===== config.mk =====
export PLATFORM = sky130hd
export DESIGN_NAME = time_counter_gen_flat
export DESIGN_NICKNAME = d
export VERILOG_FILES = /design/src/rtl/time_counter_gen_if.sv /design/src/rtl/time_counter_gen.sv /design/src/flat_wrapper.sv
export SDC_FILE = /design/constraint.sdc
export NUM_CORES = 1
export LEC_CHECK = 0
export ABC_AREA = 1
export CAP_MARGIN = 20
export CELL_PAD_IN_SITES_DETAIL_PLACEMENT = 1
export CELL_PAD_IN_SITES_GLOBAL_PLACEMENT = 2
export CORE_ASPECT_RATIO = 0.7
export CORE_MARGIN = 5
export CORE_UTILIZATION = 31
export DETAILED_ROUTE_END_ITERATION = 6
export DONT_BUFFER_PORTS = 1
export PLACE_DENSITY_LB_ADDON = 0.15
export SKIP_LAST_GASP = 1
export SLEW_MARGIN = 5
export SYNTH_ARGS = -nofsm -noshare
export SYNTH_HDL_FRONTEND = slang
export SYNTH_SLANG_ARGS = --single-unit

===== constraint.sdc =====
create_clock -name clk -period 2 [get_ports clk]
set_input_delay 0.6 -clock clk [delete_from_list [all_inputs] [get_ports clk]]
set_output_delay 0.6 -clock clk [all_outputs]
set_load 0.1 [all_outputs]

===== src/rtl/time_counter_gen_if.sv =====
// Bundle of control, load and display signals for time_counter_gen.
// master drives controls and load values; slave is the counter itself.
interface time_counter_gen_if;
    logic       tick;
    logic       hold;
    logic       mode_12h;
    logic       load_new_c;
    logic [3:0] new_current_time_ms_hr;
    logic [3:0] new_current_time_ls_hr;
    logic [3:0] new_current_time_ms_min;
    logic [3:0] new_current_time_ls_min;
    logic [3:0] current_time_ms_hr;
    logic [3:0] current_time_ls_hr;
    logic [3:0] current_time_ms_min;
    logic [3:0] current_time_ls_min;
    logic       pm;
    logic       day_rollover;
    logic       load_err;

    modport master (
        output tick, hold, mode_12h, load_new_c,
        output new_current_time_ms_hr, new_current_time_ls_hr,
        output new_current_time_ms_min, new_current_time_ls_min,
        input  current_time_ms_hr, current_time_ls_hr,
        input  current_time_ms_min, current_time_ls_min,
        input  pm, day_rollover, load_err
    );

    modport slave (
        input  tick, hold, mode_12h, load_new_c,
        input  new_current_time_ms_hr, new_current_time_ls_hr,
        input  new_current_time_ms_min, new_current_time_ls_min,
        output current_time_ms_hr, current_time_ls_hr,
        output current_time_ms_min, current_time_ls_min,
        output pm, day_rollover, load_err
    );
endinterface


===== src/rtl/time_counter_gen.sv =====
// BCD time-of-day counter with tick prescaler, hold and 12h/24h display.
// Optional load range check with load_err pulse: TIME_COUNTER_LOAD_CHECK_EN.
module time_counter_gen #(
    parameter int TICKS_PER_MIN = 60,
    parameter int PRE_W         = 8
) (
    input  logic               clk,
    input  logic               reset,
    time_counter_gen_if.slave  bus
);

    logic [3:0]       hr_t, hr_u, mn_t, mn_u;
    logic [3:0]       n_hr_t, n_hr_u, n_mn_t, n_mn_u;
    logic [PRE_W-1:0] pre;
    logic             last_tick;
    logic             wrap;
    logic             load_ok;
    logic             do_load;
    logic             accept;
    logic             roll;

`ifdef TIME_COUNTER_LOAD_CHECK_EN
    logic             lerr;

    assign load_ok = (bus.new_current_time_ms_hr <= 4'd2)
                  && (bus.new_current_time_ls_hr <= 4'd9)
                  && !(bus.new_current_time_ms_hr == 4'd2
                       && bus.new_current_time_ls_hr > 4'd3)
                  && (bus.new_current_time_ms_min <= 4'd5)
                  && (bus.new_current_time_ls_min <= 4'd9);
`else
    assign load_ok = 1'b1;
`endif

    assign do_load   = bus.load_new_c && load_ok;
    assign accept    = bus.tick && !bus.hold && !do_load;
    assign last_tick = (pre == PRE_W'(TICKS_PER_MIN - 1));

    // Next minute value, digit-equality rules checked in priority order
    always_comb begin
        n_hr_t = hr_t;
        n_hr_u = hr_u;
        n_mn_t = mn_t;
        n_mn_u = mn_u;
        wrap   = 1'b0;
        if (hr_t == 4'd2 && hr_u == 4'd3 && mn_t == 4'd5 && mn_u == 4'd9) begin
            n_hr_t = 4'd0;
            n_hr_u = 4'd0;
            n_mn_t = 4'd0;
            n_mn_u = 4'd0;
            wrap   = 1'b1;
        end else if (hr_u == 4'd9 && mn_t == 4'd5 && mn_u == 4'd9) begin
            n_hr_t = hr_t + 4'd1;
            n_hr_u = 4'd0;
            n_mn_t = 4'd0;
            n_mn_u = 4'd0;
        end else if (mn_t == 4'd5 && mn_u == 4'd9) begin
            n_hr_u = hr_u + 4'd1;
            n_mn_t = 4'd0;
            n_mn_u = 4'd0;
        end else if (mn_u == 4'd9) begin
            n_mn_t = mn_t + 4'd1;
            n_mn_u = 4'd0;
        end else begin
            n_mn_u = mn_u + 4'd1;
        end
    end

    // Time and prescaler: load beats an accepted tick
    always_ff @(posedge clk or negedge reset) begin
        if (!reset) begin
            hr_t <= 4'd0;
            hr_u <= 4'd0;
            mn_t <= 4'd0;
            mn_u <= 4'd0;
            pre  <= '0;
        end else if (do_load) begin
            hr_t <= bus.new_current_time_ms_hr;
            hr_u <= bus.new_current_time_ls_hr;
            mn_t <= bus.new_current_time_ms_min;
            mn_u <= bus.new_current_time_ls_min;
            pre  <= '0;
        end else if (accept) begin
            if (last_tick) begin
                pre  <= '0;
                hr_t <= n_hr_t;
                hr_u <= n_hr_u;
                mn_t <= n_mn_t;
                mn_u <= n_mn_u;
            end else begin
                pre <= pre + 1'b1;
            end
        end
    end

    // One-cycle pulse after the 23:59 -> 00:00 advance
    always_ff @(posedge clk or negedge reset) begin
        if (!reset) roll <= 1'b0;
        else        roll <= accept && last_tick && wrap;
    end

`ifdef TIME_COUNTER_LOAD_CHECK_EN
    // One-cycle pulse after a rejected load
    always_ff @(posedge clk or negedge reset) begin
        if (!reset) lerr <= 1'b0;
        else        lerr <= bus.load_new_c && !load_ok;
    end
    assign bus.load_err = lerr;
`else
    assign bus.load_err = 1'b0;
`endif

    assign bus.day_rollover = roll;

    // 12h display mapping; internal time stays 24h
    always_comb begin
        bus.current_time_ms_hr = hr_t;
        bus.current_time_ls_hr = hr_u;
        bus.pm                 = 1'b0;
        if (bus.mode_12h) begin
            bus.pm = (hr_t == 4'd2) || (hr_t == 4'd1 && hr_u >= 4'd2);
            if (hr_t == 4'd0 && hr_u == 4'd0) begin
                bus.current_time_ms_hr = 4'd1;
                bus.current_time_ls_hr = 4'd2;
            end else if (hr_t == 4'd1 && hr_u >= 4'd3) begin
                bus.current_time_ms_hr = 4'd0;
                bus.current_time_ls_hr = hr_u - 4'd2;
            end else if (hr_t == 4'd2 && hr_u <= 4'd1) begin
                bus.current_time_ms_hr = 4'd0;
                bus.current_time_ls_hr = hr_u + 4'd8;
            end else if (hr_t == 4'd2) begin
                bus.current_time_ms_hr = 4'd1;
                bus.current_time_ls_hr = hr_u - 4'd2;
            end
        end
    end

    assign bus.current_time_ms_min = mn_t;
    assign bus.current_time_ls_min = mn_u;

endmodule


===== src/flat_wrapper.sv =====
// flat-port wrapper written by rule: the top's interface ports become plain ports
module time_counter_gen_flat 
#(
    parameter int TICKS_PER_MIN = 60,
    parameter int PRE_W         = 8
)
  (clk, reset, bus_tick, bus_hold, bus_mode_12h, bus_load_new_c, bus_new_current_time_ms_hr, bus_new_current_time_ls_hr, bus_new_current_time_ms_min, bus_new_current_time_ls_min, bus_current_time_ms_hr, bus_current_time_ls_hr, bus_current_time_ms_min, bus_current_time_ls_min, bus_pm, bus_day_rollover, bus_load_err);
  time_counter_gen_if bus_i ();
  input  logic clk;
  input  logic reset;
  input wire logic [$bits(bus_i.tick)-1:0] bus_tick;
  input wire logic [$bits(bus_i.hold)-1:0] bus_hold;
  input wire logic [$bits(bus_i.mode_12h)-1:0] bus_mode_12h;
  input wire logic [$bits(bus_i.load_new_c)-1:0] bus_load_new_c;
  input wire logic [$bits(bus_i.new_current_time_ms_hr)-1:0] bus_new_current_time_ms_hr;
  input wire logic [$bits(bus_i.new_current_time_ls_hr)-1:0] bus_new_current_time_ls_hr;
  input wire logic [$bits(bus_i.new_current_time_ms_min)-1:0] bus_new_current_time_ms_min;
  input wire logic [$bits(bus_i.new_current_time_ls_min)-1:0] bus_new_current_time_ls_min;
  output wire logic [$bits(bus_i.current_time_ms_hr)-1:0] bus_current_time_ms_hr;
  output wire logic [$bits(bus_i.current_time_ls_hr)-1:0] bus_current_time_ls_hr;
  output wire logic [$bits(bus_i.current_time_ms_min)-1:0] bus_current_time_ms_min;
  output wire logic [$bits(bus_i.current_time_ls_min)-1:0] bus_current_time_ls_min;
  output wire logic [$bits(bus_i.pm)-1:0] bus_pm;
  output wire logic [$bits(bus_i.day_rollover)-1:0] bus_day_rollover;
  output wire logic [$bits(bus_i.load_err)-1:0] bus_load_err;
  assign bus_i.tick = bus_tick;
  assign bus_i.hold = bus_hold;
  assign bus_i.mode_12h = bus_mode_12h;
  assign bus_i.load_new_c = bus_load_new_c;
  assign bus_i.new_current_time_ms_hr = bus_new_current_time_ms_hr;
  assign bus_i.new_current_time_ls_hr = bus_new_current_time_ls_hr;
  assign bus_i.new_current_time_ms_min = bus_new_current_time_ms_min;
  assign bus_i.new_current_time_ls_min = bus_new_current_time_ls_min;
  assign bus_current_time_ms_hr = bus_i.current_time_ms_hr;
  assign bus_current_time_ls_hr = bus_i.current_time_ls_hr;
  assign bus_current_time_ms_min = bus_i.current_time_ms_min;
  assign bus_current_time_ls_min = bus_i.current_time_ls_min;
  assign bus_pm = bus_i.pm;
  assign bus_day_rollover = bus_i.day_rollover;
  assign bus_load_err = bus_i.load_err;
  time_counter_gen #(.TICKS_PER_MIN(TICKS_PER_MIN), .PRE_W(PRE_W)) u_core (.clk(clk), .reset(reset), .bus(bus_i));
endmodule

# Word-level counts from Yosys, hierarchy flattened
# Cells that the tools add are included.
[op_classes] add_sub_neg=7 n_mul=0 n_div=0 magnitude_cmp=3 n_eq_ne=7 shifts=0 n_mux=40 bitwise_logic=0 n_reduce_logical=28
[ops] op="two-way mux 4 bit" n=35
[ops] op="two-way mux 8 bit" n=3
[ops] op="adder 4 x 1 -> 4 bit, second input constant" n=4
[ops] op="logical AND 1 bit" n=14
[ops] op="AND reduction 3 bit" n=3
[ops] op="adder 8 x 1 -> 8 bit, second input constant" n=1
[ops] op="equality test 4 x 2 -> 1 bit, second input constant" n=2
[ops] op="equality test 4 bit, second input constant" n=2
[ops] op="equality test 8 x 6 -> 1 bit, second input constant" n=1
[ops] op=">= comparator 4 x 2 -> 1 bit, second input constant" n=2
[ops] op="logical NOT 4 bit" n=2
[ops] op="nonzero test 5 bit" n=1
[ops] op="adder 4 bit, second input constant" n=1
[ops] op="equality test 4 x 1 -> 1 bit, second input constant" n=1
[ops] op="equality test 4 x 3 -> 1 bit, second input constant" n=1
[ops] op="<= comparator 4 x 1 -> 1 bit, second input constant" n=1
[ops] op="nonzero test 2 bit" n=2
[ops] op="nonzero test 4 bit" n=1
[ops] op="subtractor 4 x 2 -> 4 bit, second input constant" n=1
[ops] op="nonzero test 3 bit" n=1
[ops] op="logical NOT 1 bit" n=2
[ops] op="two-way mux 1 bit" n=2
[ops] op="AND reduction 2 bit" n=1
[ops] op="logical OR 1 bit" n=1
[totals] reg_bits=25 latch_bits=0 ram_bits=0 mem_bits_ro=0 inputBits=22 output_inout_bits=19 elab_cells=91 mem_count=0

# Depth between registers and ports, before layout
# Gate-level depths: netlist of the first run.
[depth] word_depth=8 depth_mapped=11 mapped_depth_nobuf=11

# Least setup slack after synthesis of the first run
# No wires, ideal clock.
[synth_timing] path_type="register -> output" start="register u_core.hr_t[0]" end="output bus_current_time_ms_hr[1]" arrival_ns=2.991 required_ns=1.400 slack_ns=-1.591 path_stages_with_launch=8 path_buffers=0 path_cell_list="dfrtp_1 > inv_1 > ha_1 > inv_1 > nor2_1 > nand2_1 > nand2_1 > nor3_1"
[synth_via] elab_chain_len=6 word_cells_on_any_way=11 classes_between="eq/ne: 2; mux: 5; reduce/logical: 4"
[synth_lines] element="start: declaration" line="time_counter_gen.sv:12" rtl="logic [3:0] hr_t, hr_u, mn_t, mn_u;"
[synth_lines] element="start signal: assignment" line="time_counter_gen.sv:78" rtl="hr_t <= bus.new_current_time_ms_hr;"
[synth_lines] element="start signal: assignment" line="time_counter_gen.sv:86" rtl="hr_t <= n_hr_t;"
[synth_lines] element="equality test 4 x 2 -> 1 bit" line="time_counter_gen.sv:128, time_counter_gen.sv:131"
[synth_lines] element="two-way mux 4 bit or logical AND 1 bit (tied branches)" line="time_counter_gen.sv:131, time_counter_gen.sv:128"
[synth_lines] element="two-way mux 4 bit" line="time_counter_gen.sv:128" rtl="end else if (hr_t == 4'd2 && hr_u <= 4'd1) begin"
[synth_lines] element="two-way mux 4 bit" line="time_counter_gen.sv:125" rtl="end else if (hr_t == 4'd1 && hr_u >= 4'd3) begin"
[synth_lines] element="two-way mux 4 bit *" line="time_counter_gen.sv:122" rtl="if (hr_t == 4'd0 && hr_u == 4'd0) begin"
[synth_lines] element="two-way mux 4 bit *" line="time_counter_gen.sv:120" rtl="if (bus.mode_12h) begin"
[synth_lines] element="end: declaration" line="flat_wrapper.sv:19" rtl="output wire logic [$bits(bus_i.current_time_ms_hr)-1:0] bus_current_time_ms_hr;"
# Mark *: on every way between the ends. The rest lies on a longest branch, timed or not.

# Worst setup path after layout of the first run
[layout_timing] start="register u_core.hr_u[1]" end="output bus_current_time_ms_hr[0]"
[layout_via] elab_chain_len=6 word_cells_on_any_way=10 classes_between="order compare: 2; mux: 4; reduce/logical: 4"
[layout_lines] element="start: declaration" line="time_counter_gen.sv:12"
[layout_lines] element="start signal: assignment" line="time_counter_gen.sv:79" rtl="hr_u <= bus.new_current_time_ls_hr;"
[layout_lines] element="start signal: assignment" line="time_counter_gen.sv:87" rtl="hr_u <= n_hr_u;"
[layout_lines] element="<= comparator 4 x 1 -> 1 bit" line="time_counter_gen.sv:128"
[layout_lines] element="logical AND 1 bit" line="time_counter_gen.sv:128"
[layout_lines] element="two-way mux 4 bit" line="time_counter_gen.sv:128"
[layout_lines] element="two-way mux 4 bit" line="time_counter_gen.sv:125"
[layout_lines] element="two-way mux 4 bit *" line="time_counter_gen.sv:122"
[layout_lines] element="two-way mux 4 bit *" line="time_counter_gen.sv:120"
# Marks and branches as above.

==> results of run 1 <==
-- worst register-to-register path: cells and delay by family (launching register included) --
family | cells | cell delay, ns
and+or+nand+nor | 8 | 0.73
buffers and inverters | 5 | 0.55
DFF | 1 | 0.42
adders and majority gates | 1 | 0.16
-- layout by cell type, fill, tap and decap left out, drive strengths merged, types with 2 or more instances in the layout --
master	n
o21ai	19
xor2	5
nor4	2
nand3	23
a21oi	8
nor2	21
nand4	3
nor3	5
clkbuf	5
dlygate4sd3	2
buf	54
inv	35
ha	15
dfrtp	25
nand2	109
-- final timing paths --
| path | from | end | cells past startpoint |
|---|---|---|---|
| max | u_core.hr_u[1]$_DFFE_PN0P_ | bus_current_time_ms_hr[0] | 8 |
| min | bus_load_new_c | u_core.bus.day_rollover$_DFF_PN0_ | 1 |
| max reg2reg | u_core.hr_u[1]$_DFFE_PN0P_ | u_core.hr_t[1]$_DFFE_PN0P_ | 14 |
| min reg2reg | u_core.bus.current_time_ms_min[2]$_DFFE_PN0P_ | u_core.bus.current_time_ms_min[2]$_DFFE_PN0P_ | 2 |
| max in group asynchronous | reset | u_core.hr_u[0]$_DFFE_PN0P_ | 1 |
| min in group asynchronous | reset | u_core.pre[5]$_DFFE_PN0P_ | 1 |
-- logic make-up (layout without fill, tap and decap cells) --
kind of cell | count (synthesis) | count (layout) | synth area share
AND/OR/NAND/NOR | 164 | 164 | 0.372
buffers and inverters | 44 | 96 | 0.0998
AO/OA/AOI/OAI | 28 | 28 | 0.0778
flip-flops | 25 | 25 | 0.324
adder cells (fa/ha/maj) | 15 | 15 | 0.0972
XOR/XNOR | 6 | 6 | 0.0272
other | 1 | 1 | 0.00194
-- layout make-up --
type | count | area [sq um]
fillers | 784 | 3350
multi-input cells | 214 | 1330
flip-flops and latches | 25 | 628
repair buffers | 57 | 541
inverters | 35 | 136
well taps | 78 | 97.6
clock buffers | 4 | 45.0
-- layer usage --
metal	part of all wire	up-vias	GRT usage
li1	-	994	-
met1	0.52	936	0.231
met2	0.44	24	0.236
met3	0.026	4	0.0305
met4	0.0077	0	0.0233
met5	0	-	0
-- state kept, by name, indices dropped and copies added, names as in the netlist --
signal	cells
u_core.hr_u	4
u_core.bus.current_time_ms_min	4
u_core.pre	8
u_core.hr_t	4
u_core.bus.current_time_ls_min	4
u_core.bus.day_rollover	1
-- power by group through the flow --
stage	sequential (W)	clock, W	combinational, W
final	0.000630	0.000316	0.00177
after global placement	0.000630	0	0.00156
after floorplan	0.000928	0	0.000749
after global routing	0.000641	0.000347	0.00187
after detailed placement	0.000636	0	0.00158
after CTS	0.000631	0.000335	0.00170
-- metrics by stage --
| stage | setup WS [ns] | hold WS (ns) | power [W] |
|---|---|---|---|
| final | -0.407 | 0.398 | 0.00271 |
| after detailed placement | -0.288 | 0.305 | 0.00221 |
| after CTS | -0.418 | 0.000394 | 0.00267 |
| after global placement | -0.162 | 0.305 | 0.00219 |
| after floorplan | -0.997 | 0.304 | 0.00168 |
| after global routing | -0.489 | 0.392 | 0.00286 |
-- what timing repair did --
action	CTS	global route
endpoints found under the setup margin	7	7
hold buffers	1	1
buffers inserted	5	3
pin swaps	7	5
hold endpoints to repair	13	12
resized for setup	34	13
==> impl_metrics.json, run 1 <==
{
  "clock-sinks": 25,
  "synth-edff-count": 0,
  "synth.most_common_cell": "nand2_1",
  "final_util": 0.454,
  "cts_root_buf": "clkbuf_8",
  "grt_max_degree": 20,
  "core-area_sq_um": 6130,
  "drv_slew": 0,
  "post-route-drc-count": 0,
  "num_vias": 1958,
  "rsz0062_at_grt": "yes",
  "die_area_sq_um": 7930,
  "p_leak_nw": 1.40,
  "worst_slack_ns": -0.407,
  "swShare": 0.510,
  "worst_clock_skew_ns": 0.00289,
  "grt_usage": 0.155,
  "die_height_um": 76.0,
  "routabilityCongestion": 0.781,
  "ios": 41,
  "cp_cell_sequence": "buf_6 > ha_4 > inv_4 > nand2_4 > nand3_4 > nand2_8 > o211ai_1 > clkbuf_16",
  "slew-limit-headroom": 0.577,
  "seq_area_frac_synth": 0.324,
  "nNetsFinal": 373,
  "dp_hpwl_um": 4760,
  "antenna_cells": 0,
  "tightest_slew_ns": 0.632,
  "setup_violations": 7,
  "yosys.cell_types.count": 30,
  "htree_num_levels": 1,
  "power_frac_seq": 0.232,
  "wire_per_inst_um": 15.0,
  "synthArstFlopShare": 1.00,
  "antenna_left": 0,
  "peakVddDrop_mv": 0.408,
  "start_kind": "register",
  "crit_required_ns": 1.40,
  "clock_path_buffers": 2,
  "critical_path_class": "register to primary output",
  "synth.top_cell.area_share": 0.324,
  "hp-class": "input pin to register",
  "syn_to_final_growth_pct": 44.0,
  "hold_viol_final": 0,
  "grt_pass1_wl_um": 10200,
  "clk_pin_slew_ns": 0.09,
  "max_stage_delay_ns": 0.42,
  "dp.cells": 399,
  "maxCapViolations": 0,
  "combPwrFrac": 0.651,
  "synthTopCellsByArea": "dfrtp_1, nand2_1, ha_1",
  "ys_ff_latch": 25,
  "status": "finished, violations left",
  "cts_tree": "yes",
  "crit_buf_inv": 3,
  "end_kind": "primary output",
  "num_rows": 24,
  "synth_top_area_cell": "dfrtp_1",
  "p_int_w": 0.00133,
  "violations": "negative setup slack",
  "slowest_stage": "dfrtp_1",
  "antenna_found_initial": 0,
  "synth_cells": 283,
  "fin_tns_setup_ns": -2.52,
  "synthFlopType": "dfrtp_1",
  "cp_max_fo": 6,
  "numPortBuffers": 0,
  "routed_wl_um": 6210,
  "placed_area_sq_um": 2480,
  "synthTopCellsByCount": "nand2_1, inv_1, dfrtp_1",
  "syn_nets": 320,
  "drive_gt1_frac": 0.337,
  "rrSetupSlack_ns": 0.10,
  "drt-vias-per-instance": 4.74,
  "clock_latency_ns": 0.27,
  "final_area_sq_um": 2780,
  "synth.avg_cell_area_sq_um": 6.82,
  "finalCritPeriodShare": 1.20,
  "drt_pass1_iterations": 4,
  "cp.arrival_ns": 1.81,
  "cts-buffers-inserted": 3,
  "post-route-min-period_ns": 2.41,
  "die_width_um": 104,
  "grt_pass1_vias": 2062,
  "ys_warn_count": 0,
  "syn_area_sq_um": 1930,
  "pwr-share-clk": 0.117,
  "power_density_nw_per_um2": 976,
  "switching_power_w": 0.00138,
  "cpLargestDelayFamily": "buffers and inverters",
  "grt_overflow_total": 0,
  "start_util": 0.315,
  "drtIter0Drc": 52,
  "fmax_ghz": 0.415,
  "fin_cells": 413
}
Power figures use the tool's default switching activity.
==> run 2: changes to the inputs <==
--- a/config.mk
+++ b/config.mk
@@ -10,10 +10,9 @@
 export CELL_PAD_IN_SITES_DETAIL_PLACEMENT = 1
 export CELL_PAD_IN_SITES_GLOBAL_PLACEMENT = 2
 export CORE_ASPECT_RATIO = 0.7
-export CORE_MARGIN = 5
-export CORE_UTILIZATION = 31
+export CORE_MARGIN = 1.5
+export CORE_UTILIZATION = 25
 export DETAILED_ROUTE_END_ITERATION = 6
-export DONT_BUFFER_PORTS = 1
 export PLACE_DENSITY_LB_ADDON = 0.15
 export SKIP_LAST_GASP = 1
 export SLEW_MARGIN = 5
==> run 2 against run 1 <==
  * The run still ends with negative setup slack left
  * Design area rose by 14%
  * Routed wire length fell by 1.3%
  * Non-clock buffer count rose by 30
  * Critical endpoint is now bus_current_time_ls_hr[2]
  * Sequential cell count did not move
  * Register-to-register slack improved by 0.19 ns
  * Core utilization fell by 2.4 points
  * Largest cell class unchanged
==> impl_metrics.json, run 2 (synthesis gave the netlist of run 1 again) <==
{
  "die_width_um": 108,
  "fmax_ghz": 0.416,
  "post-route-min-period_ns": 2.41,
  "antenna_cells": 0,
  "numPortBuffers": 39,
  "p_leak_nw": 1.55,
  "cp_common_cell": "nand2_2",
  "finalCritPeriodShare": 1.20,
  "nNetsFinal": 403,
  "worst_slack_ns": -0.406,
  "drive_gt1_frac": 0.342,
  "drtIter0Drc": 26,
  "violations": "negative setup slack",
  "cts_hold_buf": 0,
  "final_common_cell": "nand2_1",
  "hold_viol_final": 0,
  "wire_per_inst_um": 13.3,
  "num_vias": 2013,
  "nFillCells": 886,
  "setup_violations": 7,
  "clock_latency_ns": 0.27,
  "status": "finished, violations left",
  "mostFrequentLayoutCells": "nand2_1, buf_4, inv_1",
  "critical_path_class": "register to primary output",
  "slowest_stage": "dfrtp_1",
  "routabilityCongestion": 0.777,
  "end_kind": "primary output",
  "core-area_sq_um": 7380,
  "syn_to_final_growth_pct": 64.4,
  "clock-sinks": 25,
  "grt_usage": 0.156,
  "max_stage_delay_ns": 0.42,
  "whs_ns": 0.568,
  "antenna_left": 0,
  "combPwrFrac": 0.652,
  "hp-class": "register to register",
  "worst_clock_skew_ns": 0.00527,
  "cts-buffers-inserted": 3,
  "cts_tree": "yes",
  "num_rows": 26,
  "htree_num_levels": 1,
  "largest_register_ffs": 8,
  "drv_slew": 0,
  "fin_tns_setup_ns": -2.45,
  "ios": 41,
  "pwr-share-clk": 0.111,
  "die_area_sq_um": 8270,
  "grt_pass1_wl_um": 10200,
  "cts_root_buf": "clkbuf_8",
  "cp_max_fo": 3,
  "cp.arrival_ns": 1.81,
  "rsz0062_at_grt": "yes",
  "clock_path_buffers": 2,
  "largest_register": "u_core.pre",
  "routed_wl_um": 6140,
  "drt-vias-per-instance": 4.35,
  "swShare": 0.486,
  "power_frac_seq": 0.237,
  "maxCapViolations": 0,
  "grt_overflow_total": 0,
  "post-route-drc-count": 0,
  "start_util": 0.261,
  "antenna_found_initial": 0,
  "crit_required_ns": 1.40,
  "grt_max_degree": 26,
  "peakVddDrop_mv": 0.459,
  "start_kind": "register",
  "grt_pass1_vias": 2068,
  "p_int_w": 0.00147,
  "switching_power_w": 0.00139,
  "power_density_nw_per_um2": 902,
  "die_height_um": 76.5,
  "clk_pin_slew_ns": 0.09,
  "dp_hpwl_um": 4860,
  "cp_cell_sequence": "buf_4 > ha_4 > inv_2 > nand2_2 > nand2_4 > buf_6 > nand2_2 > nand3_2 > nand2_2 > a21oi_4 > buf_12",
  "drt_pass1_iterations": 4
}
## run 2: cell count changes in the layout (fill, tap and decap cells not counted), sizes merged
cell           delta
dlygate4sd2       +1
clkbuf            -1
clkdlybuf4s50    +20
buf              +12
dlygate4sd3       -2
## run 2: cell type report
cell class | instances | area [sq um] | area share
timing repair buffer | 87 | 948 | 0.299
sequential | 25 | 628 | 0.198
clock buffer | 4 | 45.0 | 0.0142
inverter | 35 | 134 | 0.0422
tap | 98 | 123 | 0.0386
multi-input combinational | 214 | 1290 | 0.408
## run 2: routing by layer
metal	track usage	share of wire	vias to the layer above	wire, um
met4	0.0184	0.0044	0	27
li1	-	-	1048	-
met3	0.0257	0.023	2	139
met5	0	0	-	0
met2	0.242	0.43	20	2660
met1	0.233	0.54	943	3310
## run 2: per-stage QoR
stage	cell area (sq um)	power, W	instances	util	worst slack (ns)
CTS	3150	0.00286	463	0.426	-0.439
floorplan	1980	0.00168	283	-	-0.997
finish	3170	0.00286	463	0.430	-0.406
detailed placement	2960	0.00242	457	0.401	-0.528
global route	3170	0.00303	463	0.430	-0.494
global placement	2960	0.00241	457	0.401	-0.472
## run 2: repair_timing
action	in CTS	in global routing
setup buffers	2	0
endpoints found under the setup margin	7	7
hold endpoints to repair	0	0
pin swaps	9	4
gates resized for setup	36	8
## run 2: path summary, 6_finish.rpt
kind                                                                 end                                           from  cells past startpoint  slack, ns
min in group asynchronous                     u_core.hr_t[2]$_DFFE_PN0P_                                          reset                      2       0.70
min                                           u_core.hr_u[0]$_DFFE_PN0P_                     u_core.hr_u[0]$_DFFE_PN0P_                      2       0.57
min reg2reg                                   u_core.hr_u[0]$_DFFE_PN0P_                     u_core.hr_u[0]$_DFFE_PN0P_                      2       0.57
max                                            bus_current_time_ls_hr[2]                     u_core.hr_u[1]$_DFFE_PN0P_                     11      -0.41
max in group asynchronous  u_core.bus.current_time_ls_min[0]$_DFFE_PN0P_                                          reset                      2       1.01
max reg2reg                                   u_core.hr_t[1]$_DFFE_PN0P_  u_core.bus.current_time_ls_min[1]$_DFFE_PN0P_                      9       0.29
## run 2: power groups by stage
stage	logic [W]	registers [W]	clock network [W]
final	0.00187	0.000677	0.000318
after global routing	0.00199	0.000690	0.000354
after CTS	0.00185	0.000678	0.000334
after detailed placement	0.00173	0.000686	0
after global placement	0.00172	0.000688	0
after floorplan	0.000749	0.000928	0
## run 2: worst max-delay path, delay by kind of cell (launching register included)
| kind | cells | cell delay, ns |
|---|---|---|
| buffers and inverters | 4 | 0.49 |
| DFF | 1 | 0.42 |
| and+or+nand+nor | 5 | 0.33 |
| adders and majority gates | 1 | 0.16 |
| AOI/OAI and AO/OA | 1 | 0.14 |
